`src/rtl/vote_pkg.sv`:
```
`default_nettype none
// ============================================================================
//  Module      : vote_pkg
//  Description : Shared types, ballot encodings and legality check for the
//                five-voter ballot session controller.
//  Revision    : 1.0  initial release
// ============================================================================
package vote_pkg;

    localparam int N_VOTERS = 5;

    localparam logic [2:0] CH0     = 3'b001;
    localparam logic [2:0] CH1     = 3'b010;
    localparam logic [2:0] CH2     = 3'b100;
    localparam logic [2:0] ABSTAIN = 3'b000;

    typedef enum logic [1:0] {
        IDLE    = 2'd0,
        COLLECT = 2'd1,
        SETTLE  = 2'd2,
        RESULT  = 2'd3
    } state_t;

    function automatic logic is_legal(input logic [2:0] choice);
        return (choice == CH0) || (choice == CH1) || (choice == CH2);
    endfunction

endpackage
`default_nettype wire

```
`src/rtl/ballot_slot.sv`:
```
`default_nettype none
// ============================================================================
//  Module      : ballot_slot
//  Description : One voter's ballot register and lock bit with accept/reject
//                decision; only the first legal ballot of a session sticks.
//  Revision    : 1.0  initial release
// ============================================================================
module ballot_slot
    import vote_pkg::*;
(
    input  logic       clk,
    input  logic       rst_n,
    input  logic       i_clear,
    input  logic       i_enable,
    input  logic       i_vote_valid,
    input  logic [2:0] i_vote_choice,
    output logic [2:0] o_ballot,
    output logic       o_voted,
    output logic       o_voted_next,
    output logic       o_reject
);

    logic [2:0] r_ballot;
    logic       r_voted;
    logic       w_legal;
    logic       w_accept;

    assign w_legal      = is_legal(i_vote_choice);
    assign w_accept     = i_enable && i_vote_valid && !r_voted && w_legal;
    assign o_reject     = i_enable && i_vote_valid && (r_voted || !w_legal);
    // Look-ahead lock bit lets the parent close the session on the last accept.
    assign o_voted_next = i_clear ? 1'b0 : (r_voted || w_accept);

    always_ff @(posedge clk) begin
        if (!rst_n) begin
            r_ballot <= ABSTAIN;
            r_voted  <= 1'b0;
        end else if (i_clear) begin
            r_ballot <= ABSTAIN;
            r_voted  <= 1'b0;
        end else if (w_accept) begin
            r_ballot <= i_vote_choice;
            r_voted  <= 1'b1;
        end
    end

    assign o_ballot = r_ballot;
    assign o_voted  = r_voted;

endmodule
`default_nettype wire

```
`src/rtl/vote_session_ctrl.sv`:
```
`default_nettype none
// ============================================================================
//  Module      : vote_session_ctrl
//  Description : Sequences one five-voter ballot session, presents the
//                ballots to the majority datapath and registers its result.
//  Revision    : 1.0  initial release
// ============================================================================
module vote_session_ctrl
    import vote_pkg::*;
#(
    parameter int TIMEOUT = 1000
) (
    input  logic        clk,
    input  logic        rst_n,
    input  logic        start,
    input  logic [4:0]  vote_valid,
    input  logic [14:0] vote_choice,
    input  logic [2:0]  vm_r,
    output logic [2:0]  ballot_a,
    output logic [2:0]  ballot_b,
    output logic [2:0]  ballot_c,
    output logic [2:0]  ballot_d,
    output logic [2:0]  ballot_e,
    output logic        busy,
    output logic [4:0]  voted,
    output logic [2:0]  turnout,
    output logic        reject,
    output logic        done,
    output logic [2:0]  result,
    output logic        timed_out
);

    localparam int                   c_timer_w    = $clog2(TIMEOUT);
    localparam logic [c_timer_w-1:0] c_timer_last = c_timer_w'(TIMEOUT - 1);

    state_t                   r_state;
    state_t                   w_state_next;
    logic [c_timer_w-1:0]     r_timer;
    logic                     r_timed_out;
    logic                     r_done;
    logic                     r_reject;
    logic [2:0]               r_result;
    logic [2:0]               r_turnout;

    logic                     w_clear;
    logic                     w_enable;
    logic                     w_all_voted;
    logic                     w_timer_hit;
    logic                     w_busy;
    logic                     w_show;
    logic [2:0]               w_count_next;
    logic [N_VOTERS-1:0]      w_voted;
    logic [N_VOTERS-1:0]      w_voted_next;
    logic [N_VOTERS-1:0]      w_slot_reject;
    logic [N_VOTERS-1:0][2:0] w_ballot;

    assign w_clear     = start && ((r_state == IDLE) || (r_state == RESULT));
    assign w_enable    = (r_state == COLLECT);
    assign w_all_voted = &w_voted_next;
    assign w_timer_hit = (r_timer == c_timer_last);

    generate
        for (genvar gi = 0; gi < N_VOTERS; gi++) begin : g_slot
            ballot_slot u_slot (
                .clk          (clk),
                .rst_n        (rst_n),
                .i_clear      (w_clear),
                .i_enable     (w_enable),
                .i_vote_valid (vote_valid[gi]),
                .i_vote_choice(vote_choice[3*gi +: 3]),
                .o_ballot     (w_ballot[gi]),
                .o_voted      (w_voted[gi]),
                .o_voted_next (w_voted_next[gi]),
                .o_reject     (w_slot_reject[gi])
            );
        end
    endgenerate

    always_ff @(posedge clk) begin
        if (!rst_n) r_state <= IDLE;
        else        r_state <= w_state_next;
    end

    always_comb begin
        w_state_next = r_state;
        case (r_state)
            IDLE:    if (start) w_state_next = COLLECT;
            COLLECT: if (w_all_voted || w_timer_hit) w_state_next = SETTLE;
            SETTLE:  w_state_next = RESULT;
            RESULT:  if (start) w_state_next = COLLECT;
            default: w_state_next = IDLE;
        endcase
    end

    always_comb begin
        w_busy = 1'b0;
        w_show = 1'b0;
        case (r_state)
            COLLECT: w_busy = 1'b1;
            SETTLE:  begin w_busy = 1'b1; w_show = 1'b1; end
            RESULT:  w_show = 1'b1;
            default: ;
        endcase
    end

    always_comb begin
        w_count_next = 3'd0;
        for (int i = 0; i < N_VOTERS; i++) begin
            w_count_next = w_count_next + {2'b00, w_voted_next[i]};
        end
    end

    always_ff @(posedge clk) begin
        if (!rst_n) begin
            r_timer     <= '0;
            r_timed_out <= 1'b0;
            r_done      <= 1'b0;
            r_reject    <= 1'b0;
            r_result    <= ABSTAIN;
            r_turnout   <= 3'd0;
        end else begin
            r_done    <= (r_state == SETTLE);
            r_reject  <= |w_slot_reject;
            r_turnout <= w_count_next;
            if (w_clear) begin
                r_timer     <= '0;
                r_timed_out <= 1'b0;
            end else if (w_enable) begin
                r_timer <= r_timer + 1'b1;
                // A full turnout on the timeout edge is a normal close.
                if (w_timer_hit && !w_all_voted) r_timed_out <= 1'b1;
            end
            if (r_state == SETTLE) r_result <= vm_r;
        end
    end

    assign ballot_a  = w_show ? w_ballot[0] : ABSTAIN;
    assign ballot_b  = w_show ? w_ballot[1] : ABSTAIN;
    assign ballot_c  = w_show ? w_ballot[2] : ABSTAIN;
    assign ballot_d  = w_show ? w_ballot[3] : ABSTAIN;
    assign ballot_e  = w_show ? w_ballot[4] : ABSTAIN;
    assign busy      = w_busy;
    assign voted     = w_voted;
    assign turnout   = r_turnout;
    assign reject    = r_reject;
    assign done      = r_done;
    assign result    = r_result;
    assign timed_out = r_timed_out;

endmodule
`default_nettype wire

```
`config.mk`:
```
export PLATFORM = sky130hd
export DESIGN_NAME = vote_session_ctrl
export DESIGN_NICKNAME = d
export VERILOG_FILES = /design/src/rtl/vote_pkg.sv /design/src/rtl/ballot_slot.sv /design/src/rtl/vote_session_ctrl.sv
export SDC_FILE = /design/constraint.sdc
export NUM_CORES = 1
export LEC_CHECK = 0
export CAP_MARGIN = 20
export CORE_ASPECT_RATIO = 1.25
export CORE_MARGIN = 8
export CORE_UTILIZATION = 45
export CTS_BUF_LIST = sky130_fd_sc_hd__clkbuf_8
export DETAILED_ROUTE_END_ITERATION = 12
export PLACE_DENSITY = 0.72
export SYNTH_ARGS = -nofsm -noshare
export SYNTH_HDL_FRONTEND = slang
export SYNTH_SLANG_ARGS = --single-unit
```
`constraint.sdc`:
```
create_clock -name clk -period 3.5 [get_ports clk]
set_input_delay 0.7 -clock clk [delete_from_list [all_inputs] [get_ports clk]]
set_output_delay 0.7 -clock clk [all_outputs]
set_load 0.02 [all_outputs]
```
==> results of run 1 <==
==> Yosys cell counts, types with 2 or more instances <==
cell      count
a21oi_1       7
a31oi_1       3
and2_1        4
buf_4         7
clkbuf_1      9
dfxtp_1      41
fa_1          2
ha_1          6
inv_1         9
mux2i_1      17
nand2_1      16
nand3_1       2
nand4_1       5
nor2_1       51
nor2b_1      15
nor3_1        2
o211ai_1      3
o21ai_0       8
or3_1         3
xnor2_1       3
xor2_1       10
==> worst max-delay path, cell delays in order <==
cell	delay [ns]
clkdlybuf4s50_1	0.45
xor2_1	0.17
o211ai_1	0.24
nor2_1	0.10
nor2_1	0.13
nor2_1	0.09
fa_1	0.50
fa_1	0.43
ha_1	0.27
and2_1	0.15
==> cells in the final DEF (no fill, tap or decap), types with 6 or more instances in the layout <==
| cell | count |
|---|---|
| dfxtp_1 | 41 |
| ha_1 | 6 |
| o21ai_0 | 7 |
| mux2i_1 | 17 |
| xor2_1 | 10 |
| a21oi_1 | 7 |
| nor2_1 | 51 |
| clkdlybuf4s50_1 | 55 |
| clkbuf_8 | 6 |
| nand2_1 | 16 |
| inv_1 | 10 |
| nor2b_1 | 15 |
==> per-stage QoR <==
step / instances / hold WS, ns / power, mW / utilization
global placement: 339 / 0.466 / 1.07 / 0.594
floorplan: 239 / 0.442 / 0.894 / -
CTS: 347 / 0.487 / 1.46 / 0.621
detailed placement: 339 / 0.470 / 1.08 / 0.594
finish: 347 / 0.489 / 1.44 / 0.621
global route: 347 / 0.523 / 1.54 / 0.621
==> sequential cells by signal, summed over array words and instances, names as in the netlist <==
register	cells
g_slot.u_slot.o_voted	5
result	3
timed_out	1
g_slot.u_slot.o_ballot	15
done	1
turnout	3
r_state	2
r_timer	10
reject	1
==> power by group through the flow <==
stage	logic, mW	registers [mW]	clock network (mW)
3_3_place_gp	0.509	0.558	0
4_1_cts	0.519	0.550	0.391
6_report	0.509	0.550	0.381
2_1_floorplan	0.315	0.579	0
5_1_grt	0.564	0.556	0.416
3_5_place_dp	0.517	0.560	0
==> how the worst min path moves through the flow <==
stage	start	to	cells after the start
6_report	g_slot[2].u_slot.o_ballot[0]$_SDFFE_PP0P_	g_slot[2].u_slot.o_ballot[0]$_SDFFE_PP0P_	2
5_1_grt	g_slot[0].u_slot.o_ballot[0]$_SDFFE_PP0P_	g_slot[0].u_slot.o_ballot[0]$_SDFFE_PP0P_	2
4_1_cts	g_slot[2].u_slot.o_ballot[0]$_SDFFE_PP0P_	g_slot[2].u_slot.o_ballot[0]$_SDFFE_PP0P_	2
3_5_place_dp	timed_out$_SDFFE_PP0P_	timed_out$_SDFFE_PP0P_	2
3_3_place_gp	g_slot[0].u_slot.o_ballot[0]$_SDFFE_PP0P_	g_slot[0].u_slot.o_ballot[0]$_SDFFE_PP0P_	2
2_1_floorplan	g_slot[2].u_slot.o_ballot[0]$_SDFFE_PP0P_	g_slot[2].u_slot.o_ballot[0]$_SDFFE_PP0P_	2
==> kinds of logic (layout without fill, tap and decap cells) <==
group,count (synthesis),in the layout,share of synthesized area
AO/OA/AOI/OAI,30,30,0.101
AND/OR/NAND/NOR,102,102,0.230
XOR/XNOR,14,14,0.0684
adder cells (fa/ha/maj),8,8,0.0557
buffers and inverters,27,77,0.0659
flip-flops,41,41,0.397
multiplexers,17,17,0.0823
==> layout make-up <==
class                   instances  area (sq um)
multi-input cells             171          1110
flip-flops and latches         41           821
clock buffers                   6          82.6
inverters                       9          33.8
fillers                       399          1680
well taps                      58          72.6
repair buffers                 60           588
clock inverters                 2          33.8
==> per-layer routing <==
metal,global-route usage,vias up
li1,-,881
met1,0.143,777
met2,0.233,37
met3,0.0420,5
met4,0.0627,0
met5,0,-
==> flow_summary.yaml, run 1 <==
logic_synthesis:
  synthCells: 239
  synth.area.top_cells: "dfxtp_1, nor2_1, mux2i_1"
  ys_warn_count: 0
  synth-edff-count: 0
  async_reset_ff_frac: 0
  synth_cell_type_count: 37
  postSynth.topFlopCell: "dfxtp_1"
  synth_top_area_frac: 0.397
  syn_avg_cell_area_sq_um: 8.65
  ys_ff_latch: 41
  synth_area_leader_cell: "dfxtp_1"
  yosysSeqAreaShare: 0.397
  postSynthNetCount: 273
  netlist_area_sq_um: 2070
sta:
  fin_crit_ns: 3.06
  finClkSkew_ns: 0.00467
  maxSlewViolCount: 0
  worst_slew_pin_slew_ns: 0.405
  fmax_ghz: 0.327
  timing.final.ws_setup_ns: 0.438
  layout_worst_path_cycle_share: 0.875
  relSlewSlack: 0.729
  hold_viol: 0
  fin_tns_setup_ns: 0
  setup_violations: 0
  rsz0062_at_grt: "false"
place:
  gp_congestion: 0.767
  io_buffers: 55
  place_area_sq_um: 2630
  post-place-ws_ns: 0.114
  hpwl_microns: 3370
power:
  power_switching_uw: 472
  ir_worst_vdd_mv: 0.276
  p_seq_frac: 0.382
  combPwrFrac: 0.354
  power.internal_uw: 968
  p_leak_nw: 1.05
  pwr-share-clk: 0.265
  switching_share: 0.328
  power_density_nw_per_um2: 524
route:
  antenna_left: 0
  wl_met2_microns: 2180
  route.met3.wl_microns: 255
  via_per_inst: 4.90
  wl_met1_microns: 1970
  drc: 0
  route.vias.total: 1700
  top_layer_used: "met4"
  drt_wl_total_microns: 4480
  drt_iter0_drc: 75
  dr.pass1.iters: 4
  wl_per_cell_microns: 12.9
floorplanning:
  pin_count: 56
  die_w_microns: 76.6
  core_sq_um: 4430
  die_h_microns: 91.8
  num_rows: 27
  die_area_sq_um: 7030
  start_util: 0.467
grt:
  grt_overflow: 0
  grt_pass1_wl_microns: 7830
  grt_max_degree: 31
  antenna_found_initial: 0
  grt_pass1_vias: 1729
  grt_use_total: 0.133
clock_tree:
  htreeDepth: 2
  cts_num_sinks: 41
  clk-insertion-delay-late_ns: 0.28
  cts_buffer_depth: 2
  cts_buffers: 5
  cts_hold_buf: 0
  cts_root_buf: "clkbuf_8"
  post-cts-setup-buffers: 0
  clkTransAtPathRegs_ns: 0.07
  cts_tree: "built"
  cts_resized: 0
cells_and_area:
  nets: 322
  antennaDiodeCount: 0
  area_growth_pct: 32.8
  design_area_sq_um: 2750
  drive_gt1_frac: 0.0727
worst_setup_path:
  setup.worst_path.end: "turnout[1]$_SDFF_PN0_"
  r2r_end: "turnout[1]$_SDFF_PN0_"
  worstPathRequired_ns: 3.68
  crit_start: "vote_choice[4]"
  worstPathArrival_ns: 3.24
  cp_max_fo: 3
  r2r_cells: 9
  start_kind: "primary input"
  critPathKind: "in -> reg"
  rrSetupSlack_ns: 0.71
  critPathCaptureType: "register"
  r2r-start: "r_state[0]$_SDFFE_PN0P_"
status:
  outcome: "finished, final reports clean"
hold_path:
  hp-class: "reg -> reg"
flow_run:
  maxCapViolCount: 0
(Power assumes the default switching activity.)
==> inputs of run 2 (changes only) <==
--- a/config.mk
+++ b/config.mk
@@ -9,7 +9,6 @@
 export CORE_ASPECT_RATIO = 1.25
 export CORE_MARGIN = 8
 export CORE_UTILIZATION = 45
-export CTS_BUF_LIST = sky130_fd_sc_hd__clkbuf_8
 export DETAILED_ROUTE_END_ITERATION = 12
 export PLACE_DENSITY = 0.72
 export SYNTH_ARGS = -nofsm -noshare
==> flow_summary.yaml, run 2 (synthesized netlist as in run 1, its figures left out) <==
route:
  route.met3.wl_microns: 256
  wl_per_cell_microns: 12.9
  dr.pass1.iters: 4
  via_per_inst: 4.90
  drc: 0
  wl_met1_microns: 1970
  wl_met2_microns: 2170
  drt_iter0_drc: 76
  antenna_left: 0
  route.vias.total: 1699
  top_layer_used: "met4"
  drt_wl_total_microns: 4480
grt:
  grt_use_total: 0.133
  grt_overflow: 0
  grt_pass1_vias: 1729
  antenna_found_initial: 0
  grt_pass1_wl_microns: 7830
  grt_max_degree: 31
cells_and_area:
  antennaDiodeCount: 0
  fill_cells: 399
  design_area_sq_um: 2750
  drive_gt1_frac: 0.0727
  layout_common_cells: "clkdlybuf4s50_1, nor2_1, dfxtp_1, mux2i_1, nand2_1"
  final_common_cell: "clkdlybuf4s50_1"
  area_growth_pct: 32.8
  fin_util: 0.621
  largest_reg_flops: 15
  nets: 322
place:
  io_buffers: 55
  gp_congestion: 0.767
  hpwl_microns: 3370
  place_area_sq_um: 2630
worst_setup_path:
  r2r-start: "r_state[0]$_SDFFE_PN0P_"
  cp_cell_sequence: "clkdlybuf4s50_1 -> xor2_1 -> o211ai_1 -> nor2_1 -> nor2_1 -> nor2_1 -> fa_1 -> fa_1 -> ha_1 -> and2_1"
  cpMaxStageDelayCell: "fa_1"
  critPathCaptureType: "register"
  worstPathRequired_ns: 3.68
  max_stage_delay_ns: 0.50
  cp_max_fo: 3
  start_kind: "primary input"
  rrSetupSlack_ns: 0.71
  critPathKind: "in -> reg"
  worstPathArrival_ns: 3.24
  critPathMostFrequentCell: "nor2_1"
  crit_start: "vote_choice[4]"
power:
  power_density_nw_per_um2: 525
  switching_share: 0.327
  p_leak_nw: 1.04
  p_seq_frac: 0.381
  ir_worst_vdd_mv: 0.276
  pwr-share-clk: 0.266
  power.internal_uw: 971
  combPwrFrac: 0.353
  power_switching_uw: 472
sta:
  hold_viol: 0
  fin_tns_setup_ns: 0
  finClkSkew_ns: 0.00467
  fin_crit_ns: 3.06
  layout_worst_path_cycle_share: 0.875
  maxSlewViolCount: 0
  worst_slew_pin_slew_ns: 0.406
  setup_violations: 0
  relSlewSlack: 0.729
  fmax_ghz: 0.327
  rsz0062_at_grt: "false"
floorplanning:
  die_w_microns: 76.6
  die_h_microns: 91.8
  die_area_sq_um: 7030
  start_util: 0.467
  pin_count: 56
  num_rows: 27
  core_sq_um: 4430
clock_tree:
  clkTransAtPathRegs_ns: 0.07
  cts_buffers: 5
  cts_num_sinks: 41
  cts_tree: "built"
  post-cts-setup-buffers: 0
  clk-insertion-delay-late_ns: 0.28
  htreeDepth: 2
  cts_hold_buf: 0
  cts_root_buf: "clkbuf_8"
  cts_buffer_depth: 2
  cts_resized: 0
flow_run:
  maxCapViolCount: 0
hold_path:
  worstHoldStart: "g_slot[2].u_slot.o_ballot[0]$_SDFFE_PP0P_"
  hp-class: "reg -> reg"
status:
  outcome: "finished, final reports clean"
run 2: cell count changes in the layout (fill, tap and decap cells not counted), sizes merged:
cell    change
inv         -1
clkbuf      +1
run 2: area by class of cell:
| cell class | instances | area (sq um) | share of cell area |
|---|---|---|---|
| Sequential cell | 41 | 821 | 0.299 |
| Multi-Input combinational cell | 171 | 1110 | 0.406 |
| Timing Repair Buffer | 60 | 588 | 0.214 |
| Inverter | 9 | 33.8 | 0.0123 |
| Clock inverter | 1 | 30.0 | 0.0109 |
| Tap cell | 58 | 72.6 | 0.0264 |
| Clock buffer | 7 | 86.3 | 0.0314 |
run 2: worst max-delay path: cells and delay by family:
family,cells,cell delay (ns)
buffers and inverters,1,0.45
AO/OA/AOI/OAI,1,0.24
adder cells (fa/ha/maj),3,1.20
XOR/XNOR,1,0.17
AND/OR/NAND/NOR,4,0.47
run 2: stage by stage:
stage	instances	hold slack, ns	setup WS, ns	power, mW
3_5_place_dp	339	0.470	0.114	1.08
5_1_grt	347	0.523	0.259	1.54
3_3_place_gp	339	0.466	0.184	1.07
6_report	347	0.489	0.438	1.44
2_1_floorplan	239	0.442	0.605	0.894
4_1_cts	347	0.487	0.418	1.46
run 2: per-layer routing:
layer | global-route usage | up-vias
li1 | - | 881
met1 | 0.143 | 774
met2 | 0.233 | 39
met3 | 0.0420 | 5
met4 | 0.0627 | 0
met5 | 0 | -
run 2: worst paths after layout:
path | endpoint | cells past startpoint
hold / removal | g_slot[2].u_slot.o_ballot[0]$_SDFFE_PP0P_ | 2
setup reg to reg | turnout[1]$_SDFF_PN0_ | 9
setup / recovery | turnout[1]$_SDFF_PN0_ | 10
hold reg to reg | g_slot[2].u_slot.o_ballot[0]$_SDFFE_PP0P_ | 2
run 2: power by group through the flow:
stage	Sequential [mW]	Clock [mW]	Combinational [mW]
3_5_place_dp	0.560	0	0.517
3_3_place_gp	0.558	0	0.509
6_report	0.550	0.384	0.509
5_1_grt	0.556	0.419	0.564
2_1_floorplan	0.579	0	0.315
4_1_cts	0.550	0.394	0.519
==> edit 1: new RTL, config.mk and constraints of run 2 <==
`TIMEOUT`: 1000 -> 2000.
--- a/src/rtl/vote_session_ctrl.sv
+++ b/src/rtl/vote_session_ctrl.sv
@@ -8,7 +8,7 @@
 module vote_session_ctrl
     import vote_pkg::*;
 #(
-    parameter int TIMEOUT = 1000
+    parameter int TIMEOUT = 2000
 ) (
     input  logic        clk,
     input  logic        rst_n,
Formal check against the unedited RTL: no difference found for any inputs over 10 cycles, from zero or initial values and one cycle with rst_n low; that may be too few to reach the edited logic, so the function may still have changed.
==> edit 1 against run 2 <==
Wire length up 8.9%. Highest routed layer unchanged. Power rose by 6.0%. Setup slack gained 0.0047 ns. Final area increased by 2.3%. Cell count is 2.6% higher. Sequential power up 2%. Clock power increased by 1%. Largest power group is now combinational cells. Sequential cell count is 1 higher. Clock skew is 0.0019 ns higher. Synthesized area rose by 1.9%.
==> edit 1: results (changes against run 2) <==
{| class="wikitable"
! Metric !! Value
|-
| Wire length of the first global-routing pass || 7890 um (+0.79%)
|-
| Clock skew || 0.00654 ns (+0.00188 ns)
|-
| Largest fanout on the critical path || 5 (+2)
|-
| Critical path origin || vote_choice[10]
|-
| Clock transition at the register clock pins on the worst setup and hold paths after CTS || 0.08 ns
|-
| Portion of the post-synthesis area used by sequential elements || 39.9% (+0.20 points)
|-
| Via count of the first global-routing pass || 1719 (-0.58%)
|-
| Maximum number of pins on one net before global-route repair || 29 (-6.5%)
|-
| Total global routing track utilization || 13.5% (+0.15 points)
|-
| Worst EP arrival || 3.25 ns (about the same)
|-
| Transition time at the pin with the least slew margin || 0.423 ns (+0.0171 ns)
|-
| Cells after Synth || 244 (+2.1%)
|-
| Root Buffer || clkbuf_8
|-
| Post-Route Hold Slack || 0.480 ns (-0.00915 ns)
|-
| Avg WL per Cell || 13.7 um (+6.1%)
|-
| Met3 track utilization from global routing || 3.88% (-0.32 points)
|-
| Maximum count of clock buffers along a single path || 2 (unchanged)
|-
| P_int || 0.00101 W (+3.6%)
|-
| First-iteration detailed-routing DRC count || 84 (+11%)
|-
| Leading cell types by total area after synthesis || dfxtp_1, mux2i_1, nor2_1
|-
| Placed Cells incl. Taps || 349 (+2.9%)
|-
| Most numerous cell types in the synthesized netlist || dfxtp_1, nor2_1, nor2b_1
|-
| Hold Startpoint || g_slot[2].u_slot.o_ballot[2]$_SDFFE_PP0P_
|-
| Hold Crit Class || register to register
|-
| Cell area after placement || 0.00270 mm^2 (+2.5%)
|-
| Post-CTS Setup Bufs || 0 (unchanged)
|-
| Synthesized netlist net count || 278 (+1.8%)
|-
| Standby leakage power || 1.06 nW (+1.4%)
|-
| Shortest clock period the worst path allows after layout || 3.06 ns (-0.00466 ns)
|-
| Count of buffers inserted at the top-level ports || 55 (unchanged)
|-
| Detailed-route vias per instance || 5.03 (+2.6%)
|-
| Share of layout cells above drive strength 1 || 5.41% (-1.9 points)
|-
| Dpl ws || 0.122 ns (+0.00807 ns)
|-
| Maximum single-stage delay on the critical path || 0.51 ns
|-
| Library cells used by synthesis || 40 (+8.1%)
|-
| Final weighted congestion in routability-driven placement || 0.850 (+11%)
|-
| Antenna diodes || 0 (unchanged)
|-
| Post-layout nets || 330 (+2.5%)
|-
| Outcome || finished, final reports clean
|-
| DP HPWL || 3770 um (+12%)
|-
| Global-route track usage on met1 || 14.2% (-0.099 points)
|-
| CTS H-tree lvls || 2 (unchanged)
|-
| Peak supply drop || 273 uV (-0.93%)
|-
| Internal reg-to-reg setup slack || 0.67 ns (-0.04 ns)
|-
| Sum of routed wire length over all layers || 4880 um (+8.9%)
|-
| Global routing usage on met2 || 24.1% (+0.80 points)
|-
| Most frequently used flop master after synthesis || dfxtp_1
|-
| Post-layout util || 60.7% (-1.3 points)
|-
| Synthesis warning total || 0 (unchanged)
|}
[edit 1: cell families (layout without fill, tap and decap cells)]
group	Yosys count	after routing	synth area share (%)
adder cells (fa/ha/maj)	8	8	5.46
flip-flops	42	42	39.9
XOR/XNOR	11	11	4.57
AO/OA/AOI/OAI	37	37	11.9
buffers and inverters	22	74	4.99
AND/OR/NAND/NOR	108	108	25.6
multiplexers	16	16	7.60
[edit 1: worst paths after layout]
check / to / cells past startpoint
worst max-delay path: turnout[1]$_SDFF_PN0_ / 8
worst min-delay path: g_slot[2].u_slot.o_ballot[2]$_SDFFE_PP0P_ / 2
worst max register to register: turnout[1]$_SDFF_PN0_ / 8
worst min register to register: g_slot[2].u_slot.o_ballot[2]$_SDFFE_PP0P_ / 2
[edit 1: per-layer routing]
layer / routed length (um) / share of wire, % / up-vias
li1: - / - / 919
met1: 2000 / 41 / 826
met2: 2500 / 51 / 36
met3: 266 / 5.5 / 8
met4: 102 / 2.1 / 0
met5: 0 / 0 / -
[edit 1: layout make-up]
cell class / instances / area [um^2]
Sequential cell: 42 / 841
Tap cell: 60 / 75.1
Clock buffer: 6 / 82.6
Fill cell: 432 / 1820
Timing Repair Buffer: 60 / 592
Clock inverter: 1 / 30.0
Inverter: 7 / 26.3
Multi-Input combinational cell: 180 / 1160
[edit 1: power by group through the flow]
stage / sequential, W / clock [W] / combinational [W]
detailed placement: 0.000572 / 0 / 0.000586
global route: 0.000566 / 0.000417 / 0.000643
CTS: 0.000561 / 0.000399 / 0.000590
floorplan: 0.000586 / 0 / 0.000354
global placement: 0.000570 / 0 / 0.000563
finish: 0.000561 / 0.000388 / 0.000581
[edit 1: critical path, delay by kind of cell]
family                     cells  cell delay, ns
adders and majority gates      3            1.21
buffers and inverters          1            0.47
AOI/OAI and AO/OA              1            0.40
and+or+nand+nor                3            0.48
==> edit 2: new RTL, flow settings as in run 2 <==
Without the edit above. Remove the register `r_turnout`: a continuous assignment takes its place, so the output `turnout` follows one clock earlier.
--- a/src/rtl/vote_session_ctrl.sv
+++ b/src/rtl/vote_session_ctrl.sv
@@ -117,11 +117,9 @@
             r_done      <= 1'b0;
             r_reject    <= 1'b0;
             r_result    <= ABSTAIN;
-            r_turnout   <= 3'd0;
         end else begin
             r_done    <= (r_state == SETTLE);
             r_reject  <= |w_slot_reject;
-            r_turnout <= w_count_next;
             if (w_clear) begin
                 r_timer     <= '0;
                 r_timed_out <= 1'b0;
@@ -133,6 +131,8 @@
             if (r_state == SETTLE) r_result <= vm_r;
         end
     end
+
+    assign r_turnout = w_count_next;
 
     assign ballot_a  = w_show ? w_ballot[0] : ABSTAIN;
     assign ballot_b  = w_show ? w_ballot[1] : ABSTAIN;
Function: changed (Yosys sat finds a counterexample within 4 cycles, from zero or initial values and one cycle with rst_n low).
==> edit 2 against run 2 <==
Critical path depth unchanged. Wire length up 23%. Setup slack worse by 0.42 ns. Power up 4.0%. Synthesized area down 3.7%. Final area up 10%. Register-to-register slack worse by 0.17 ns. Sequential cell count down 3. Combinational power up 33%. Global-route usage up 3.2 points.
==> edit 2: results (changes against run 2) <==
{| class="wikitable"
! Metric !! Value
|-
| Outcome || finished, final reports clean
|-
| Most numerous cell types in the synthesized netlist || nor2_1, dfxtp_1, nor2b_1
|-
| Total global routing track utilization || 16.6% (+3.2 points)
|-
| Standby leakage power || 1.25 nW (+20%)
|-
| Portion of the post-synthesis area used by sequential elements || 38.2% (-1.5 points)
|-
| Share of layout cells above drive strength 1 || 25.7% (+18 points)
|-
| Detailed-route vias per instance || 5.00 (+2.2%)
|-
| Comb pwr || 0.000676 W (+33%)
|-
| Maximum single-stage delay on the critical path || 0.52 ns (+0.02 ns)
|-
| Peak supply drop || 378 uV (+37%)
|-
| Placed Cells incl. Taps || 353 (+4.1%)
|-
| Met3 track utilization from global routing || 4.89% (+0.69 points)
|-
| First-iteration detailed-routing DRC count || 116 (+53%)
|-
| Post-synthesis area per instance || 8.44 um^2 (-2.5%)
|-
| DP HPWL || 3740 um (+11%)
|-
| Library cells used by synthesis || 32 (-14%)
|-
| Hold Startpoint || timed_out$_SDFFE_PP0P_
|-
| Transition time at the pin with the least slew margin || 0.346 ns (-0.0601 ns)
|-
| Count of filler cells inserted in the layout || 352 (-12%)
|-
| Final weighted congestion in routability-driven placement || 0.766 (about the same)
|-
| Global routing usage on met2 || 27.7% (+4.3 points)
|-
| Beginning of the worst register-to-register path || g_slot[1].u_slot.o_voted$_SDFFE_PP0P_
|-
| Global-route track usage on met1 || 17.7% (+3.4 points)
|-
| Number of cell instances on the worst register-to-register path || 20 (+11)
|-
| Leading cell types by total area after synthesis || dfxtp_1, mux2i_1, nor2_1
|-
| Clock skew || 0.00747 ns (+0.00280 ns)
|-
| Shortest clock period the worst path allows after layout || 3.49 ns (+0.425 ns)
|-
| Relative contribution of sequential cells to total power || 34.0% (-4.1 points)
|-
| R2R Path End || g_slot[1].u_slot.o_ballot[2]$_SDFFE_PP0P_
|-
| Wire length of the first global-routing pass || 8830 um (+13%)
|-
| Synthesized netlist net count || 270 (-1.1%)
|-
| Internal reg-to-reg setup slack || 0.54 ns (-0.17 ns)
|-
| Post-layout nets || 360 (+12%)
|-
| Critical path origin || vote_choice[5]
|-
| Part of the power in the clock network || 21.0% (-5.6 points)
|-
| Switching power || 0.000534 W (+13%)
|-
| Hold endpoint || timed_out$_SDFFE_PP0P_
|-
| Dpl ws || -1.06 ns (-1.17 ns)
|}
==> edit 2: what timing repair did <==
item	in CTS	in global routing
gates cloned	0	0
gates resized for setup	60	21
pin swaps	16	9
setup buffers	23	2
setup endpoints to repair	3	6
==> edit 2: cell type report <==
cell class | instances | area share, %
diodes | 1 | 0.0828
clock buffers | 7 | 2.86
clock inverters | 1 | 0.166
inverters | 8 | 0.994
multi-input cells | 175 | 40.1
flip-flops and latches | 38 | 25.2
well taps | 58 | 2.40
repair buffers | 98 | 28.2
==> edit 2: cells by family after synthesis <==
group	share of synthesized area, %
flip-flops	38.2
XOR/XNOR	6.16
multiplexers	8.04
AND/OR/NAND/NOR	25.3
adder cells (fa/ha/maj)	5.78
AO/OA/AOI/OAI	11.2
buffers and inverters	5.40
